## src/rtl/ibex_zkn_aes_inv_subword.sv

```systemverilog
`default_nettype none
// ============================================================================
// ibex_zkn_aes_inv_subword : serial AES InvSubBytes (one byte per cycle) with
// optional single-cycle InvMixColumns on a 32-bit column word.
// Revision: 1.0
// ============================================================================
module ibex_zkn_aes_inv_subword (
    input  logic        clk_i,
    input  logic        rst_i,
    input  logic        flush_i,
    input  logic        in_valid_i,
    output logic        in_ready_o,
    input  logic [31:0] in_data_i,
    input  logic        in_mix_i,
    output logic        out_valid_o,
    input  logic        out_ready_i,
    output logic [31:0] out_data_o
);

    // Inverse S-box, entry 0 in the most significant byte.
    localparam logic [2047:0] C_INV_SBOX = {
        128'h52096ad53036a538bf40a39e81f3d7fb,
        128'h7ce339829b2fff87348e4344c4dee9cb,
        128'h547b9432a6c2233dee4c950b42fac34e,
        128'h082ea16628d924b2765ba2496d8bd125,
        128'h72f8f66486689816d4a45ccc5d65b692,
        128'h6c704850fdedb9da5e154657a78d9d84,
        128'h90d8ab008cbcd30af7e45805b8b34506,
        128'hd02c1e8fca3f0f02c1afbd0301138a6b,
        128'h3a9111414f67dcea97f2cfcef0b4e673,
        128'h96ac7422e7ad3585e2f937e81c75df6e,
        128'h47f11a711d29c5896fb7620eaa18be1b,
        128'hfc563e4bc6d279209adbc0fe78cd5af4,
        128'h1fdda8338807c731b11210592780ec5f,
        128'h60517fa919b54a0d2de57a9f93c99cef,
        128'ha0e03b4dae2af5b0c8ebbb3c83539961,
        128'h172b047eba77d626e169146355210c7d
    };

    typedef enum logic [1:0] {
        S_IDLE = 2'd0,
        S_SUB  = 2'd1,
        S_MIX  = 2'd2,
        S_DONE = 2'd3
    } state_t;

    state_t      r_state;
    logic [31:0] r_work;
    logic [1:0]  r_cnt;
    logic        r_mix;

    logic [7:0]  w_sub_in;
    logic [7:0]  w_sub_out;
    logic [7:0]  w_col [4];
    logic [31:0] w_mix;

    function automatic logic [7:0] xtime(input logic [7:0] a);
        return {a[6:0], 1'b0} ^ (a[7] ? 8'h1b : 8'h00);
    endfunction

    function automatic logic [7:0] mul_9(input logic [7:0] a);
        return xtime(xtime(xtime(a))) ^ a;
    endfunction

    function automatic logic [7:0] mul_b(input logic [7:0] a);
        return xtime(xtime(xtime(a))) ^ xtime(a) ^ a;
    endfunction

    function automatic logic [7:0] mul_d(input logic [7:0] a);
        return xtime(xtime(xtime(a))) ^ xtime(xtime(a)) ^ a;
    endfunction

    function automatic logic [7:0] mul_e(input logic [7:0] a);
        return xtime(xtime(xtime(a))) ^ xtime(xtime(a)) ^ xtime(a);
    endfunction

    assign w_sub_in  = r_work[{r_cnt, 3'b000} +: 8];
    assign w_sub_out = C_INV_SBOX[11'd2040 - {w_sub_in, 3'b000} +: 8];

    for (genvar i = 0; i < 4; i++) begin : g_col
        assign w_col[i]          = r_work[8*i +: 8];
        assign w_mix[8*i +: 8]   = mul_e(w_col[i])
                                 ^ mul_b(w_col[(i + 1) % 4])
                                 ^ mul_d(w_col[(i + 2) % 4])
                                 ^ mul_9(w_col[(i + 3) % 4]);
    end

    always_ff @(posedge clk_i or posedge rst_i) begin
        if (rst_i) begin
            r_state <= S_IDLE;
            r_work  <= '0;
            r_cnt   <= '0;
            r_mix   <= 1'b0;
        end else if (flush_i) begin
            // Abort discards the partial column so nothing stale is visible.
            r_state <= S_IDLE;
            r_work  <= '0;
            r_cnt   <= '0;
            r_mix   <= 1'b0;
        end else begin
            case (r_state)
                S_IDLE: begin
                    if (in_valid_i) begin
                        r_work  <= in_data_i;
                        r_mix   <= in_mix_i;
                        r_cnt   <= '0;
                        r_state <= S_SUB;
                    end
                end
                S_SUB: begin
                    r_work[{r_cnt, 3'b000} +: 8] <= w_sub_out;
                    r_cnt <= r_cnt + 2'd1;
                    if (r_cnt == 2'd3) begin
                        r_state <= r_mix ? S_MIX : S_DONE;
                    end
                end
                S_MIX: begin
                    r_work  <= w_mix;
                    r_state <= S_DONE;
                end
                S_DONE: begin
                    if (out_ready_i) begin
                        r_state <= S_IDLE;
                    end
                end
                default: r_state <= S_IDLE;
            endcase
        end
    end

    assign in_ready_o  = (r_state == S_IDLE);
    assign out_valid_o = (r_state == S_DONE);
    assign out_data_o  = r_work;

endmodule
`default_nettype wire

```

## config.mk

```make
export PLATFORM = sky130hd
export DESIGN_NAME = ibex_zkn_aes_inv_subword
export DESIGN_NICKNAME = d
export VERILOG_FILES = /design/src/rtl/ibex_zkn_aes_inv_subword.sv
export SDC_FILE = /design/constraint.sdc
export NUM_CORES = 1
export LEC_CHECK = 0
export BUFFER_PORTS_ARGS = -buffer_cell sky130_fd_sc_hd__buf_2
export CAP_MARGIN = 20
export CORE_ASPECT_RATIO = 0.5
export CORE_MARGIN = 1
export CORE_UTILIZATION = 40
export DETAILED_ROUTE_END_ITERATION = 7
export HOLD_SLACK_MARGIN = 0.15
export SYNTH_ARGS = -nofsm -noshare
export SYNTH_HDL_FRONTEND = slang
export SYNTH_SLANG_ARGS = --single-unit
export TNS_END_PERCENT = 10
```

## constraint.sdc

```tcl
create_clock -name clk_i -period 7.9 [get_ports clk_i]
set_clock_uncertainty 0.1 [all_clocks]
set_input_delay 1.58 -clock clk_i [delete_from_list [all_inputs] [get_ports clk_i]]
set_output_delay 1.58 -clock clk_i [all_outputs]
set_load 0.03 [all_outputs]
```

[Word-level counts from Yosys, hierarchy flattened]
Index checks and enable logic that the tools add are counted.
Storage, ports and cells
  output and inout bits: 34
  bits of input ports: 38
  word-level logic and storage cells: 103
  register bits after elaboration: 37
Cells by class
  reductions and logical operators: 9
  mux-type cells: 28
  shifts and indexed selects: 4
  equal/unequal tests: 7
  add/subtract/negate cells: 3
  bitwise logic cells: 48
Operators by type and width (count)
  $shiftx A2048 B12 Y8 const A: 1
  $xor A8 B8 Y8: 39
  $pmux W32 S3: 1
  $xor A8 B5 Y8: 9
  $mux W32: 2
  $mux W5: 12
  $bwmux W32: 1
  $shift A8 B7 Y32 const A: 1
  $shiftx A32 B6 Y8: 1
  $shiftx A8 B7 Y32: 1
  $mux W2: 6
  $sub A11 B11 Y11 const A: 1
  $pmux W2 S4: 1
  $neg A5 Y7: 1
  $eq A2 B2 Y1 const B: 3
  $ne A3 B3 Y1 const B: 2
  $reduce_and A2 Y1: 3
  $mux W1: 4
  $pmux W2 S2: 1
  $reduce_bool A2 Y1: 2
  $reduce_bool A4 Y1: 1
  $ne A3 B2 Y1 const B: 1
  $reduce_and A3 Y1: 1
  $reduce_bool A3 Y1: 1
  3 further kinds: 3

[Depth between registers and ports, before layout]
  word-level depth: 13
  gate-level depth with buffers: 14
  mapped depth without buffers: 10

[Least setup slack after synthesis]
OpenSTA, ideal clock, no wires.
  kind: flip-flop to flip-flop
  from: reg r_work[17] (netlist: out_data_o[17])
  to: reg r_work[28] (netlist: out_data_o[28])
  required time: 7.704 ns
  stages on the path, launching flop included: 13
  library setup time: 0.096 ns
  buffers on the path: 2
  arrival: 3.534 ns
  clock period less this slack: 3.730 ns
  setup slack: 4.170 ns
  cell sequence: dfrtp_1 > clkbuf_1 > mux4_2 > clkbuf_1 > inv_1 > ha_1 > clkinv_1 > o21ai_1 > a21oi_1 > o311a_1 > nor4_1 > o41ai_2 > o31ai_1
Between the ends
  longest elaborated chain between the ends: 7
  elaborated cells between the ends (all ways): 12
  those cells by class: add/sub: 1; shift: 3; mux: 3; bitwise: 5
Ends and longest elaborated chain
  from (decl): line 48  | logic [31:0] r_work;
  from (signal assigned): line 104  | r_work <= in_data_i;
  from (signal, indexed assignment): line 111  | r_work[{r_cnt, 3'b000} +: 8] <= w_sub_out;
  from (signal assigned): line 118  | r_work <= w_mix;
  $shiftx A32 B6 Y8 / $xor A8 B5 Y8 (equally long branches): line 77, 58
  $sub A11 B11 Y11 / $xor A8 B5 Y8 (equally long branches): line 78, 58
  $shiftx A2048 B12 Y8 / $xor A8 B5 Y8 (equally long branches): line 78, 58
  $shiftx A8 B7 Y32 / $xor A8 B8 Y8 (equally long branches): line 111, 62
  $bwmux W32 / $xor A8 B8 Y8 (equally long branches): line 111, 85
  $pmux W32 S3 *: line 101  | case (r_state)
  $mux W32 *: line 94  | end else if (flush_i) begin
Every way passes the cells marked *; elsewhere a longest branch is shown, timed or not.
A chain may end at the register's enable or synchronous reset.

[Worst setup path in the final report]
  from: reg r_cnt[0]
  to: reg r_work[28] (netlist: out_data_o[28])
Between the ends
  longest elaborated chain between the ends: 7
  elaborated cells between the ends (all ways): 9
  those cells by class: add/sub: 2; shift: 4; mux: 3
Ends and longest elaborated chain
  from (decl): line 49  | logic [1:0] r_cnt;
  from (signal assigned): line 112  | r_cnt <= r_cnt + 2'd1;
  $shiftx A32 B6 Y8: line 77  | assign w_sub_in = r_work[{r_cnt, 3'b000} +: 8];
  $sub A11 B11 Y11: line 78  | assign w_sub_out = C_INV_SBOX[11'd2040 - {w_sub_in, 3'b000} +: 8];
  $shiftx A2048 B12 Y8: line 78
  $shiftx A8 B7 Y32: line 111
  $bwmux W32 *: line 111
  $pmux W32 S3 *: line 101
  $mux W32 *: line 94
Marked as above.

==> results.sh <==
export IMPL_fin_crit_sh_pct=65.3
export IMPL_grtUsageMet3_pct=8.93
export IMPL_hold_class="reg -> reg"
export IMPL_path_cells="buf_4 -> mux4_2 -> inv_1 -> ha_1 -> clkinv_1 -> and2_1 -> nor4b_1 -> o41ai_1 -> o221ai_2 -> o41ai_2 -> o31ai_1"
export IMPL_routabilityCongestion=1.05
export IMPL_top_usage_layer="met2"
export IMPL_nNetsFinal=1184
export IMPL_clockRootBuffer="clkbuf_16"
export IMPL_mappedNetlistArea_mm2=0.00881
export IMPL_drc=0
export IMPL_use_met1_pct=46.5
export IMPL_grt_ovfl_total=0
export IMPL_cts_tree="done"
export IMPL_final_setup_tns_ns=0
export IMPL_io_pins=72
export IMPL_clock_latency_ns=0.28
export IMPL_slew_viol_final=0
export IMPL_antenna_found_initial=0
export IMPL_wire_per_inst_um=27.6
export IMPL_post_dp_hpwl_mm=27.9
export IMPL_crit_path_end_kind="flip-flop"
export IMPL_mostFrequentLayoutCells="xnor2_1, nand2_1, o21ai_0"
export IMPL_die_x_um=212
export IMPL_synthArstFlopShare_pct=100
export IMPL_fmax_mhz=194
export IMPL_htreeDepth=2
export IMPL_routed_wl_mm=39.0
export IMPL_diodes=0
export IMPL_synth_cell_type_count=85
export IMPL_slowest_stage="mux4_2"
export IMPL_viasPerCell=6.79
export IMPL_portBuffers=71
export IMPL_yosysSeqAreaShare_pct=10.5
export IMPL_clockBufferDepth=2
export IMPL_startpoint_type="flip-flop"
export IMPL_status="complete, no violations"
export IMPL_post_cts_resized=0
export IMPL_area_growth_pct=4.32
export IMPL_drt_pass1_iter_count=6
export IMPL_cp_max_fo=20
export IMPL_use_met2_pct=51.1
export IMPL_critical_path_class="reg -> reg"
export IMPL_start_util_pct=41.8
export IMPL_cts_sinks=37
export IMPL_cap_violations=0
export IMPL_crit_required_ns=7.97
export IMPL_synth_edf_count=0
export IMPL_synth_avg_cell_area_um2=7.67
export IMPL_ys_flop_type="dfrtp_1"
export IMPL_finalHoldViolCount=0
export IMPL_slew_headroom_pct=34.6
export IMPL_grt_pass1_vias=8792
export IMPL_drive_gt1_share_pct=12.5
export IMPL_grt_pass1_wl_mm=57.6
export IMPL_core_mm2=0.0211
export IMPL_grt_max_degree=77
export IMPL_synth_nets=1214
export IMPL_vias=9592
export IMPL_drt_iter0_markers=1593
export IMPL_mostFrequentLayoutCell="xnor2_1"
export IMPL_rows=37
export IMPL_postCtsHoldBufs=0
export IMPL_crit_arrival_ns=5.23
export IMPL_period_needed_ns=5.16
export IMPL_path_clk_slew_ns=0.06
export IMPL_track_usage_pct=34.0
export IMPL_max_stage_delay_ns=0.80
export IMPL_die_area_mm2=0.0227
export IMPL_drtAntennaViolNets=0
export IMPL_synth_seq_cells=37
export IMPL_post_cts_setup_buffers=0
export IMPL_cts_buffers=5
export IMPL_tightest_slew_ns=0.981
export IMPL_setup_violations=0
export IMPL_syn_inst=1149
export IMPL_rsz0062_at_grt="false"
export IMPL_die_h_um=107
export IMPL_yosysWarnings=0
[path summary, 6_finish.rpt]
| kind | startpoint | endpoint | slack, ns | depth (start not counted) |
|---|---|---|---|---|
| setup / recovery | r_cnt[0]$_DFFE_PP0P_ | out_data_o[28]$_DFFE_PP0P_ | 2.74 | 11 |
| hold / removal | r_mix$_DFFE_PP0P_ | r_mix$_DFFE_PP0P_ | 0.44 | 2 |
| setup reg to reg | r_cnt[0]$_DFFE_PP0P_ | out_data_o[28]$_DFFE_PP0P_ | 2.74 | 11 |
| hold reg to reg | r_mix$_DFFE_PP0P_ | r_mix$_DFFE_PP0P_ | 0.44 | 2 |
| max in group asynchronous | rst_i | out_data_o[11]$_DFFE_PP0P_ | 6.02 | 3 |
| min in group asynchronous | rst_i | out_data_o[7]$_DFFE_PP0P_ | 1.30 | 3 |
[cells in the mapped netlist (all sizes together), types with 7 or more instances]
master,n,area share (%)
xnor2,129,13
nand2,107,4.6
o21ai,91,5.2
nor2,78,3.4
a21oi,68,3.9
buf,68,5.1
clkbuf,56,2.4
xor2,42,4.2
dfrtp,37,11
nand2b,35,2.6
ha,27,3.8
nand3,24,1.4
nor3,23,1.4
xnor3,23,5.9
inv,20,0.85
mux2i,20,2.3
a31oi,17,1.2
o211ai,17,1.4
o31ai,16,1.4
and2,14,0.99
o221ai,14,1.5
a221oi,13,1.5
a211oi,12,1.1
nor2b,12,0.85
o2111ai,12,1.2
a32oi,11,1.1
nand4,11,0.78
o22ai,10,0.71
a21o,9,0.77
a2bb2oi,8,0.80
a311oi,8,0.80
o311ai,8,0.80
mux2,7,0.89
mux4,7,1.8
nor3b,7,0.60
[per-layer routing]
metal / wire length (um) / share of wire [%]
met2: 16400 / 42
met4: 1720 / 4.4
met5: 0 / 0
met1: 16000 / 41
met3: 4820 / 12
[kinds of logic (layout without fill, tap and decap cells)]
| family | after synthesis | count (layout) | synth area share [%] |
|---|---|---|---|
| multiplexers | 34 | 34 | 4.96 |
| AO/OA/AOI/OAI | 377 | 377 | 30.1 |
| adder cells (fa/ha/maj) | 27 | 27 | 3.83 |
| flip-flops | 37 | 37 | 10.5 |
| XOR/XNOR | 197 | 197 | 23.8 |
| AND/OR/NAND/NOR | 331 | 331 | 18.4 |
| buffers and inverters | 146 | 117 | 8.41 |
[through the flow]
stage	std cells	worst slack [ns]	util, %	hold WS (ns)	area [um2]
after detailed placement	1403	3.12	42.7	0.442	9000
after global placement	1403	3.04	42.7	0.420	9000
final	1412	2.74	43.6	0.443	9190
after CTS	1411	3.07	43.5	0.455	9170
after global routing	1412	2.74	43.6	0.506	9190
after floorplan	1149	4.17	-	0.387	8810
[area by class of cell]
class	instances	area [um2]
fillers	2089	11900
repair buffers	87	488
clock inverters	1	30.0
flip-flops and latches	37	926
well taps	292	365
inverters	22	82.6
clock buffers	7	143
multi-input cells	966	7160
[sequential cells by signal, indices dropped and copies added (netlist names)]
name	count
out_data_o	32
r_cnt	2
r_mix	1
r_state	2
[critical path, delay by kind of cell (launching register included)]
kind / cells / cell delay (ns)
buffers and inverters: 3 / 1.22
AOI/OAI and AO/OA: 4 / 0.98
and+or+nand+nor: 2 / 0.85
muxes: 1 / 0.80
DFF: 1 / 0.59
adders and majority gates: 1 / 0.47
Power is left out: the tool's default activity adds up to more than one toggle a clock period on the data nets, which glitch-free logic cannot reach.
